<file path="src/rtl/snake_renderer.sv">
`default_nettype none
// ============================================================================
// snake_renderer - snake body tracking, step/collision logic and a 2-stage
// 1-bit RGB renderer. Define SNAKE_WRAP_EN to wrap at grid edges. Rev 1.0
// ============================================================================
module snake_renderer #(
  parameter int GRID_W   = 25,
  parameter int GRID_H   = 20,
  parameter int CELL_PX  = 20,
  parameter int FENCE_PX = 10,
  parameter int MAX_LEN  = 8,
  parameter int INIT_LEN = 3,
  parameter int CW       = 5
) (
  input  logic                         clk,
  input  logic                         rst,
  input  logic                         start,
  input  logic                         move,
  input  logic [1:0]                   dir,
  input  logic [1:0]                   level,
  input  logic [CW-1:0]                food_x,
  input  logic [CW-1:0]                food_y,
  input  logic                         blank,
  input  logic [9:0]                   pos_h,
  input  logic [9:0]                   pos_v,
  output logic                         red,
  output logic                         green,
  output logic                         blue,
  output logic [CW-1:0]                head_x,
  output logic [CW-1:0]                head_y,
  output logic [$clog2(MAX_LEN+1)-1:0] length,
  output logic                         ate_food,
  output logic                         hit_wall,
  output logic                         hit_self,
  output logic [1:0]                   state
);

  localparam int LW = $clog2(MAX_LEN+1);
  localparam int PW = 12;
`ifdef SNAKE_WRAP_EN
  localparam bit WRAP = 1'b1;
`else
  localparam bit WRAP = 1'b0;
`endif

  typedef enum logic [1:0] {
    IDLE = 2'b00,
    RUN  = 2'b01,
    DEAD = 2'b10
  } state_t;

  state_t        st;
  logic [CW-1:0] seg_x [MAX_LEN];
  logic [CW-1:0] seg_y [MAX_LEN];
  logic [LW-1:0] len;
  logic [1:0]    heading;
  logic [1:0]    pend_dir;
  logic          pending;

  function automatic logic cell_in(input logic [CW-1:0] c, input int lo, input int hi);
    cell_in = (c >= CW'(lo)) && (c <= CW'(hi));
  endfunction

  function automatic logic obs_cell(input logic [CW-1:0] x, input logic [CW-1:0] y,
                                    input logic [1:0] lvl);
    obs_cell = (lvl >= 2'd1 && cell_in(x, 1, 4)   && cell_in(y, 1, 2)) ||
               (lvl >= 2'd2 && cell_in(x, 6, 9)   && cell_in(y, 4, 5)) ||
               (lvl == 2'd3 && cell_in(x, 11, 14) && cell_in(y, 7, 8));
  endfunction

  // Pixel p lies inside cells lo..hi of one axis.
  function automatic logic rng(input logic [9:0] p, input int lo, input int hi);
    rng = ({2'b00, p} >= PW'(FENCE_PX + lo * CELL_PX)) &&
          ({2'b00, p} <  PW'(FENCE_PX + (hi + 1) * CELL_PX));
  endfunction

  function automatic logic span(input logic [9:0] p, input logic [CW-1:0] c);
    logic [PW-1:0] lo;
    lo   = PW'(FENCE_PX) + PW'(c) * PW'(CELL_PX);
    span = ({2'b00, p} >= lo) && ({2'b00, p} < lo + PW'(CELL_PX));
  endfunction

  // ---------------- step evaluation ----------------
  logic          apply;
  logic [CW-1:0] nx, ny;
  logic          exit_grid, next_obs, next_self, next_food, wall_hit;
  logic [1:0]    eff_heading;

  assign apply       = (st == RUN) && pending && (pos_v >= 10'd480);
  assign eff_heading = apply ? pend_dir : heading;

  always_comb begin
    nx        = seg_x[0];
    ny        = seg_y[0];
    exit_grid = 1'b0;
    case (pend_dir)
      2'b00: if (seg_x[0] == CW'(GRID_W-1)) begin exit_grid = 1'b1; nx = '0; end
             else nx = seg_x[0] + CW'(1);
      2'b01: if (seg_y[0] == CW'(GRID_H-1)) begin exit_grid = 1'b1; ny = '0; end
             else ny = seg_y[0] + CW'(1);
      2'b10: if (seg_x[0] == '0) begin exit_grid = 1'b1; nx = CW'(GRID_W-1); end
             else nx = seg_x[0] - CW'(1);
      default: if (seg_y[0] == '0) begin exit_grid = 1'b1; ny = CW'(GRID_H-1); end
               else ny = seg_y[0] - CW'(1);
    endcase
  end

  always_comb begin
    next_obs  = obs_cell(nx, ny, level);
    wall_hit  = next_obs | (exit_grid & ~WRAP);
    next_food = (nx == food_x) && (ny == food_y);
    next_self = 1'b0;
    // The tail vacates its cell unless the snake grows on this step.
    for (int i = 0; i < MAX_LEN; i++) begin
      if ((LW'(i) < len) && ((LW'(i) != len - LW'(1)) || next_food) &&
          (seg_x[i] == nx) && (seg_y[i] == ny))
        next_self = 1'b1;
    end
  end

  // ---------------- game state ----------------
  always_ff @(posedge clk) begin
    if (rst) begin
      st       <= IDLE;
      len      <= LW'(INIT_LEN);
      heading  <= 2'b00;
      pend_dir <= 2'b00;
      pending  <= 1'b0;
      hit_wall <= 1'b0;
      hit_self <= 1'b0;
      ate_food <= 1'b0;
      for (int i = 0; i < MAX_LEN; i++) begin
        seg_x[i] <= CW'(GRID_W/2 - i);
        seg_y[i] <= CW'(GRID_H/2);
      end
    end else begin
      ate_food <= 1'b0;
      case (st)
        IDLE: if (start) st <= RUN;
        RUN: begin
          if (apply) begin
            pending <= 1'b0;
            if (wall_hit) begin
              hit_wall <= 1'b1;
              st       <= DEAD;
            end else if (next_self) begin
              hit_self <= 1'b1;
              st       <= DEAD;
            end else begin
              heading  <= pend_dir;
              seg_x[0] <= nx;
              seg_y[0] <= ny;
              for (int i = 1; i < MAX_LEN; i++) begin
                seg_x[i] <= seg_x[i-1];
                seg_y[i] <= seg_y[i-1];
              end
              if (next_food) begin
                ate_food <= 1'b1;
                if (len != LW'(MAX_LEN)) len <= len + LW'(1);
              end
            end
          end
          if (move) begin
            pending  <= 1'b1;
            pend_dir <= ((dir ^ 2'b10) == eff_heading) ? eff_heading : dir;
          end
        end
        default: ;
      endcase
    end
  end

  assign head_x = seg_x[0];
  assign head_y = seg_y[0];
  assign length = len;
  assign state  = st;

  // ---------------- render pipeline ----------------
  logic [MAX_LEN-1:0] s1_seg;
  logic               s1_food, s1_obs, s1_out, s1_blank, s1_dead;
  logic [2:0]         rgb;

  always_ff @(posedge clk) begin
    if (rst) begin
      s1_seg   <= '0;
      s1_food  <= 1'b0;
      s1_obs   <= 1'b0;
      s1_out   <= 1'b0;
      s1_blank <= 1'b1;
      s1_dead  <= 1'b0;
      rgb      <= 3'b000;
    end else begin
      for (int i = 0; i < MAX_LEN; i++)
        s1_seg[i] <= (LW'(i) < len) && span(pos_h, seg_x[i]) && span(pos_v, seg_y[i]);
      s1_food  <= span(pos_h, food_x) && span(pos_v, food_y);
      s1_obs   <= (level >= 2'd1 && rng(pos_h, 1, 4)   && rng(pos_v, 1, 2)) ||
                  (level >= 2'd2 && rng(pos_h, 6, 9)   && rng(pos_v, 4, 5)) ||
                  (level == 2'd3 && rng(pos_h, 11, 14) && rng(pos_v, 7, 8));
      s1_out   <= !(rng(pos_h, 0, GRID_W-1) && rng(pos_v, 0, GRID_H-1));
      s1_blank <= blank;
      s1_dead  <= (st == DEAD);

      if (s1_blank)                    rgb <= 3'b000;
      else if (s1_out)                 rgb <= 3'b001;
      else if (s1_seg[0])              rgb <= 3'b011;
      else if (|s1_seg[MAX_LEN-1:1])   rgb <= s1_dead ? 3'b110 : 3'b010;
      else if (s1_food)                rgb <= 3'b100;
      else if (s1_obs)                 rgb <= 3'b101;
      else                             rgb <= 3'b000;
    end
  end

  assign red   = rgb[2];
  assign green = rgb[1];
  assign blue  = rgb[0];

endmodule
`default_nettype wire
</file>
<file path="config.mk">
export PLATFORM = sky130hd
export DESIGN_NAME = snake_renderer
export DESIGN_NICKNAME = d
export VERILOG_FILES = /design/src/rtl/snake_renderer.sv
export SDC_FILE = /design/constraint.sdc
export NUM_CORES = 1
export LEC_CHECK = 0
export BUFFER_PORTS_ARGS = -buffer_cell sky130_fd_sc_hd__buf_4
export CORE_MARGIN = 2
export CORE_UTILIZATION = 45
export DETAILED_ROUTE_END_ITERATION = 10
export PLACE_DENSITY = 0.69
export SLEW_MARGIN = 25
export SYNTH_ARGS = -nofsm -noshare
export SYNTH_HDL_FRONTEND = slang
export SYNTH_SLANG_ARGS = --single-unit
</file>
<file path="constraint.sdc">
create_clock -name clk -period 17.92 [get_ports clk]
set_input_delay 3.584 -clock clk [delete_from_list [all_inputs] [get_ports clk]]
set_output_delay 3.584 -clock clk [all_outputs]
set_load 0.01 [all_outputs]
</file>
==> results.sh, run 1 <==
export IMPL_ir_drop_mv=0.0377
export IMPL_slowest_delay_ps=640
export IMPL_die_area_um2=44000
export IMPL_p_leak_nw=9.29
export IMPL_grt_setup_unrepaired="no"
export IMPL_vias=16100
export IMPL_grt_usage_pct=23.6
export IMPL_dpl_instance_area_um2=19900
export IMPL_cpMaxStageDelayCell="o2111ai_4"
export IMPL_synth_most_common_cell="ha_1"
export IMPL_cts_resized=0
export IMPL_antenna_found_initial=0
export IMPL_post_route_period_util_pct=37.2
export IMPL_path_delay_family="simple AND/OR/NAND/NOR gates"
export IMPL_whs_path_depth=1
export IMPL_yosysTopAreaCell="ha_1"
export IMPL_finalSetupViolCount=0
export IMPL_synth_cell_type_count=86
export IMPL_synthesis_nets=2673
export IMPL_worstMarginPinSlew_ps=1090
export IMPL_status="complete, no violations"
export IMPL_grt_pass1_vias=15800
export IMPL_regArea_um2=3000
export IMPL_cts_buffers=9
export IMPL_cts_hold_buf=0
export IMPL_drt_wl_total_um=51800
export IMPL_cts_tree="done"
export IMPL_path_depth=12
export IMPL_fin_skew_ps=13.4
export IMPL_wl_per_cell_um=19.1
export IMPL_synth_edf_count=80
export IMPL_cts_root_buf="clkbuf_16"
export IMPL_ys_flop_type="edfxtp_1"
export IMPL_finalInstanceArea_um2=20200
export IMPL_clock_path_buffers=2
export IMPL_grt_pass1_wl_um=82700
export IMPL_multiInputGateArea_um2=15100
export IMPL_htreeDepth=3
export IMPL_power_density_nw_per_um2=50.3
export IMPL_grt_overflow=0
export IMPL_tns_ps=0
export IMPL_end_kind="flip-flop"
export IMPL_start_util_pct=45.5
export IMPL_min_path_type="reg2reg"
export IMPL_synthTopCellsByArea="ha_1 (30%), edfxtp_1 (13%), xnor2_1 (7.7%), xor2_1 (4.9%), o21a_1 (4.9%)"
export IMPL_ys_seq_area_share_pct=15.8
export IMPL_drt_first_pass_iters=5
export IMPL_cp_required_ps=18040
export IMPL_avgSynthCellArea_um2=8.84
export IMPL_portBuffers=58
export IMPL_slew_headroom_pct=27.0
export IMPL_final_hold_viol_count=0
export IMPL_n_fill_cell=3973
export IMPL_antenna_diode_count=0
export IMPL_ioPinCount=61
export IMPL_layout_drive_gt1_share_pct=5.23
export IMPL_start_kind="input port"
export IMPL_drc_errors=0
export IMPL_ys_warn_count=0
export IMPL_die_w_um=210
export IMPL_cap_viol_max_count=0
export IMPL_fmax_ghz=0.150
export IMPL_core_area_um2=41900
export IMPL_grt_max_degree=49
export IMPL_die_y_um=210
export IMPL_globalplace_congestion=0.926
export IMPL_fin_nets=2693
export IMPL_avgViaCountPerCell=5.93
export IMPL_synthCells=2154
export IMPL_area_growth_pct=6.26
export IMPL_path_clk_slew_ps=80
export IMPL_cp_max_fo=42
export IMPL_core_rowCount=75
export IMPL_r2r_cells=15
export IMPL_ys_top_cells_by_count="ha_1 (462), inv_1 (177), xnor2_1 (167), o21a_1 (123), xor2_1 (107)"
export IMPL_maxSlewViolCount=0
export IMPL_min_period_ps=6660
export IMPL_syn_area_um2=19000
export IMPL_clk_latency_ps=370
export IMPL_cp_buffers_inverters=3
export IMPL_dp_hpwl_um=40900
export IMPL_yosys_area_top_type_share_pct=30.4
export IMPL_drt_iter0_markers=1047
export IMPL_path_common_cell="buf_4"
export IMPL_crit_path_cell_trace="buf_4, xor2_1, a22o_1, or3_1, nor4_1, and4b_4, nor3_2, o2111ai_4, buf_4, nor3_4, buf_4, and2_1"
export IMPL_clock_sinks=110
export IMPL_worstPathArrival_ps=6780
export IMPL_ys_ff_latch=110
export IMPL_synthArstFlopShare_pct=0
export IMPL_critPathKind="in2reg"
export IMPL_post_cts_buffers=0
export IMPL_detail_route_antenna_nets=0
-- layer usage --
metal  global-route usage, %  vias up  part of all wire (%)
met5                       0        -                     0
met4                    9.51        0                   4.2
met3                    2.21      101                   4.9
met2                    41.9      426                    48
met1                    29.5     7755                    43
li1                        -     7835                     -
-- placed cells by master, fill, tap and decap left out, types with 75 or more instances in the layout --
cell and instances:
a21o_1 98, a21oi_1 103, edfxtp_1 80, ha_1 462, inv_1 177, nor2_1 82
nor3_1 75, o21a_1 123, xnor2_1 167, xor2_1 107
-- stage by stage --
| stage | util, % | hold slack [ps] | total power [mW] | setup slack (ps) | std cells |
|---|---|---|---|---|---|
| global route | 48.3 | 492 | 1.10 | 11160 | 2718 |
| finish | 48.3 | 470 | 1.02 | 11260 | 2718 |
| floorplan | - | 422 | 0.685 | 6450 | 2154 |
| detailed placement | 47.6 | 462 | 0.818 | 10620 | 2702 |
| global placement | 47.6 | 453 | 0.798 | 10670 | 2702 |
| CTS | 48.3 | 477 | 1.02 | 11010 | 2718 |
-- cell families after synthesis --
kind of cell    Yosys count  synth area share (%)
xor+xnor                274                  12.6
buf+inv                 237                  5.17
simple gates            550                  16.1
flops                   110                  15.8
compound gates          499                  17.9
fa+ha+maj               480                  32.3
mux                       4                 0.210
-- path summary, 6_finish.rpt --
check	startpoint	end	slack, ps
max	food_y[3]	seg_x[1][8]	11260
min	s1_out	rgb[1]	470
min reg2reg	s1_out	rgb[1]	470
max reg2reg	seg_x[0][0]	seg_x[1][8]	12270
-- where the power goes --
part	total (mW)	leakage [nW]	internal (mW)	switching (mW)
Combinational	0.518	8.20	0.235	0.284
Sequential	0.294	0.956	0.280	0.0147
Clock	0.204	0.140	0.0986	0.106
-- flip-flops by register name (all words and copies together), names as in the netlist --
signal / flops
pending: 1
pend_dir: 2
s1_obs: 1
s1_blank: 1
s1_dead: 1
s1_seg: 8
s1_out: 1
length: 4
seg_y: 40
rgb: 3
heading: 2
state: 2
seg_x: 40
hit_wall: 1
ate_food: 1
s1_food: 1
hit_self: 1
-- cell type report --
| type | instances | share of cell area, % |
|---|---|---|
| repair buffers | 68 | 2.52 |
| clock buffers | 10 | 1.13 |
| clock inverters | 6 | 0.315 |
| well taps | 539 | 3.33 |
| multi-input cells | 1807 | 74.5 |
| inverters | 178 | 3.30 |
| flip-flops and latches | 110 | 14.8 |
Note: power is estimated with default switching activity, not from simulation.
==> run 2: changes to the inputs <==
--- a/config.mk
+++ b/config.mk
@@ -5,11 +5,12 @@
 export SDC_FILE = /design/constraint.sdc
 export NUM_CORES = 1
 export LEC_CHECK = 0
+export ABC_AREA = 1
 export BUFFER_PORTS_ARGS = -buffer_cell sky130_fd_sc_hd__buf_4
 export CORE_MARGIN = 2
 export CORE_UTILIZATION = 45
 export DETAILED_ROUTE_END_ITERATION = 10
-export PLACE_DENSITY = 0.69
+export PLACE_DENSITY = 0.71
 export SLEW_MARGIN = 25
 export SYNTH_ARGS = -nofsm -noshare
 export SYNTH_HDL_FRONTEND = slang
==> constraint.sdc (replaced) <==
create_clock -name clk -period 5.55 [get_ports clk]
set_input_delay 1.11 -clock clk [delete_from_list [all_inputs] [get_ports clk]]
set_output_delay 1.11 -clock clk [all_outputs]
set_load 0.01 [all_outputs]
==> results.sh, run 2 <==
export IMPL_cts_resized=0
export IMPL_post_place_ws_ps=1070
export IMPL_synthTopCellsByArea="ha_1 (30%), edfxtp_1 (13%), xor2_1 (7.6%), inv_1 (7.1%), nand2_1 (6.9%)"
export IMPL_vias=17500
export IMPL_synthesis_nets=3039
export IMPL_cts_hold_buf=0
export IMPL_grt_overflow=0
export IMPL_r2r_cells=18
export IMPL_sw_frac_of_total_pct=42.4
export IMPL_slew_headroom_pct=43.0
export IMPL_hp_start="s1_blank"
export IMPL_p_sw_mw=1.41
export IMPL_fin_nets=3076
export IMPL_path_clk_slew_ps=80
export IMPL_detail_route_antenna_nets=0
export IMPL_synth_most_common_cell="ha_1"
export IMPL_cts_tree="done"
export IMPL_n_fill_cell=4100
export IMPL_end_kind="flip-flop"
export IMPL_clock_path_buffers=2
export IMPL_layout_drive_gt1_share_pct=4.49
export IMPL_fmax_ghz=0.220
export IMPL_core_rowCount=75
export IMPL_utilization_pct=48.3
export IMPL_min_period_ps=4550
export IMPL_clk_latency_ps=370
export IMPL_tns_ps=0
export IMPL_die_y_um=209
export IMPL_min_path_type="reg2reg"
export IMPL_core_area_um2=41800
export IMPL_antenna_found_initial=1
export IMPL_grt_pass1_vias=17300
export IMPL_hold_path_end="rgb[0]"
export IMPL_drt_wl_total_um=54500
export IMPL_dp_cells=3085
export IMPL_r2r_start="seg_y[0][0]"
export IMPL_whs_path_depth=1
export IMPL_drt_iter0_markers=1394
export IMPL_finalPower_mw=3.33
export IMPL_drt_first_pass_iters=6
export IMPL_power_frac_seq_pct=28.3
export IMPL_p_leak_nw=10.3
export IMPL_synthCells=2520
export IMPL_layout_commonest_cell="ha_1"
export IMPL_yosys_area_top_type_share_pct=30.5
export IMPL_drc_errors=0
export IMPL_cp_max_fo=41
export IMPL_cp_required_ps=5640
export IMPL_maxSlewViolCount=0
export IMPL_ir_drop_mv=0.152
export IMPL_area_growth_pct=6.48
export IMPL_synth_cell_type_count=51
export IMPL_clock_sinks=110
export IMPL_wl_per_cell_um=17.6
export IMPL_p_int_mw=1.92
export IMPL_globalplace_congestion=0.916
export IMPL_synth_edf_count=80
export IMPL_portBuffers=58
export IMPL_status="complete, no violations"
export IMPL_antenna_diode_count=0
export IMPL_htreeDepth=3
export IMPL_ys_seq_area_share_pct=15.8
export IMPL_start_kind="flip-flop"
export IMPL_r2r_slack_ps=1000
export IMPL_start_util_pct=45.4
export IMPL_setup_slack_ps=1000
export IMPL_critPathKind="reg2reg"
export IMPL_dp_hpwl_um=42200
export IMPL_worstPathArrival_ps=4640
export IMPL_holdWs_ps=432
export IMPL_ioPinCount=61
export IMPL_top_regs="seg_x (40), seg_y (40), s1_seg (8)"
export IMPL_cap_viol_max_count=0
export IMPL_reg2reg_to="seg_x[0][17]"
export IMPL_die_w_um=209
export IMPL_ys_ff_latch=110
export IMPL_grt_setup_unrepaired="no"
export IMPL_dpl_instance_area_um2=19900
export IMPL_ys_flop_type="edfxtp_1"
export IMPL_cts_buffers=9
export IMPL_post_cts_buffers=0
export IMPL_yosysTopAreaCell="ha_1"
export IMPL_power_density_nw_per_um2=165
export IMPL_fin_skew_ps=11.9
export IMPL_avgSynthCellArea_um2=7.52
export IMPL_mostFrequentLayoutCells="ha_1 (462), inv_1 (359), nand2_1 (349)"
export IMPL_avgViaCountPerCell=5.64
export IMPL_p_comb_share_pct=52.7
export IMPL_post_route_period_util_pct=82.0
export IMPL_die_area_um2=43800
export IMPL_clockPowerShare_pct=19.1
export IMPL_syn_area_um2=19000
export IMPL_grt_pass1_wl_um=88700
export IMPL_worstMarginPinSlew_ps=848
export IMPL_finalSetupViolCount=0
export IMPL_ys_top_cells_by_count="ha_1 (462), inv_1 (359), nand2_1 (350), nor2_1 (279), a21oi_1 (174)"
export IMPL_ys_warn_count=0
export IMPL_grt_max_degree=45
export IMPL_fin_cells=3101
export IMPL_synthArstFlopShare_pct=0
export IMPL_finalInstanceArea_um2=20200
export IMPL_cts_root_buf="clkbuf_16"
export IMPL_final_hold_viol_count=0
export IMPL_grt_usage_pct=25.2
==> run 2: changes by cell type after synthesis, moves of 47 or more <==
cell,previous run,this run
o21a_1,123,9
nand2_1,64,350
nor2_1,82,279
a21oi_1,103,174
xor2_1,107,164
inv_1,177,359
xnor2_1,167,57
a21o_1,98,24
nand3_1,56,110
nor2b_1,53,0
nand2b_1,47,0
==> run 2: metal layers <==
metal,up-vias,part of all wire (%),wire (um),GRT usage [%]
li1,8588,-,-,-
met1,8160,45,24400,34.0
met2,617,45,24400,42.2
met3,122,7.0,3830,2.42
met4,2,3.4,1830,8.65
met5,-,0.024,13,0
==> run 2: worst max path at each step <==
stage / to / slack (ps) / depth (start not counted) / start
CTS: seg_x[1][5] / 1040 / 18 / seg_y[0][0]
finish: seg_x[0][17] / 1000 / 18 / seg_y[0][0]
detailed placement: seg_x[0][5] / 1070 / 18 / seg_y[0][0]
global placement: seg_x[0][11] / 1140 / 18 / seg_y[0][0]
floorplan: seg_x[0][0] / 1130 / 19 / seg_x[0][1]
global route: seg_x[1][6] / 660 / 18 / seg_y[0][0]
==> run 2: layout make-up <==
type / count / area (um2) / share of cell area, %
well taps: 539 / 674 / 3.34
clock buffers: 11 / 243 / 1.20
inverters: 370 / 1390 / 6.88
multi-input cells: 2002 / 14300 / 71.1
clock inverters: 5 / 40.0 / 0.198
repair buffers: 64 / 493 / 2.44
flip-flops and latches: 110 / 3000 / 14.9
==> run 2: critical path, stage by stage, from the launching register on <==
cell	delay [ps]
edfxtp_1	590
inv_1	220
ha_1	390
nand3_1	100
nand3_1	220
nand2_1	580
o21ai_0	150
nor2_1	210
nand2_1	90
nor2_1	90
nand3_1	80
nor2_1	320
nand2_1	90
nand2_1	70
nor2_1	50
nand3_2	190
nor2_4	50
inv_2	630
nor2_1	120
==> run 2: power groups by stage <==
stage,Clock (mW),Combinational (mW),Sequential [mW]
6_report,0.635,1.76,0.943
3_5_place_dp,0,1.73,0.960
2_1_floorplan,0,1.29,0.944
3_3_place_gp,0,1.64,0.958
4_1_cts,0.638,1.75,0.941
5_1_grt,0.668,2.02,0.945
==> run 2: cell families (layout without fill, tap and decap cells) <==
family                   Yosys count  in the layout  share of synthesized area (%)
AND/OR/NAND/NOR                  908            908                           20.7
adder cells (fa/ha/maj)          480            480                           32.4
buffers and inverters            408            450                           8.54
AO/OA/AOI/OAI                    393            393                           12.3
XOR/XNOR                         221            221                           10.2
flip-flops                       110            110                           15.8
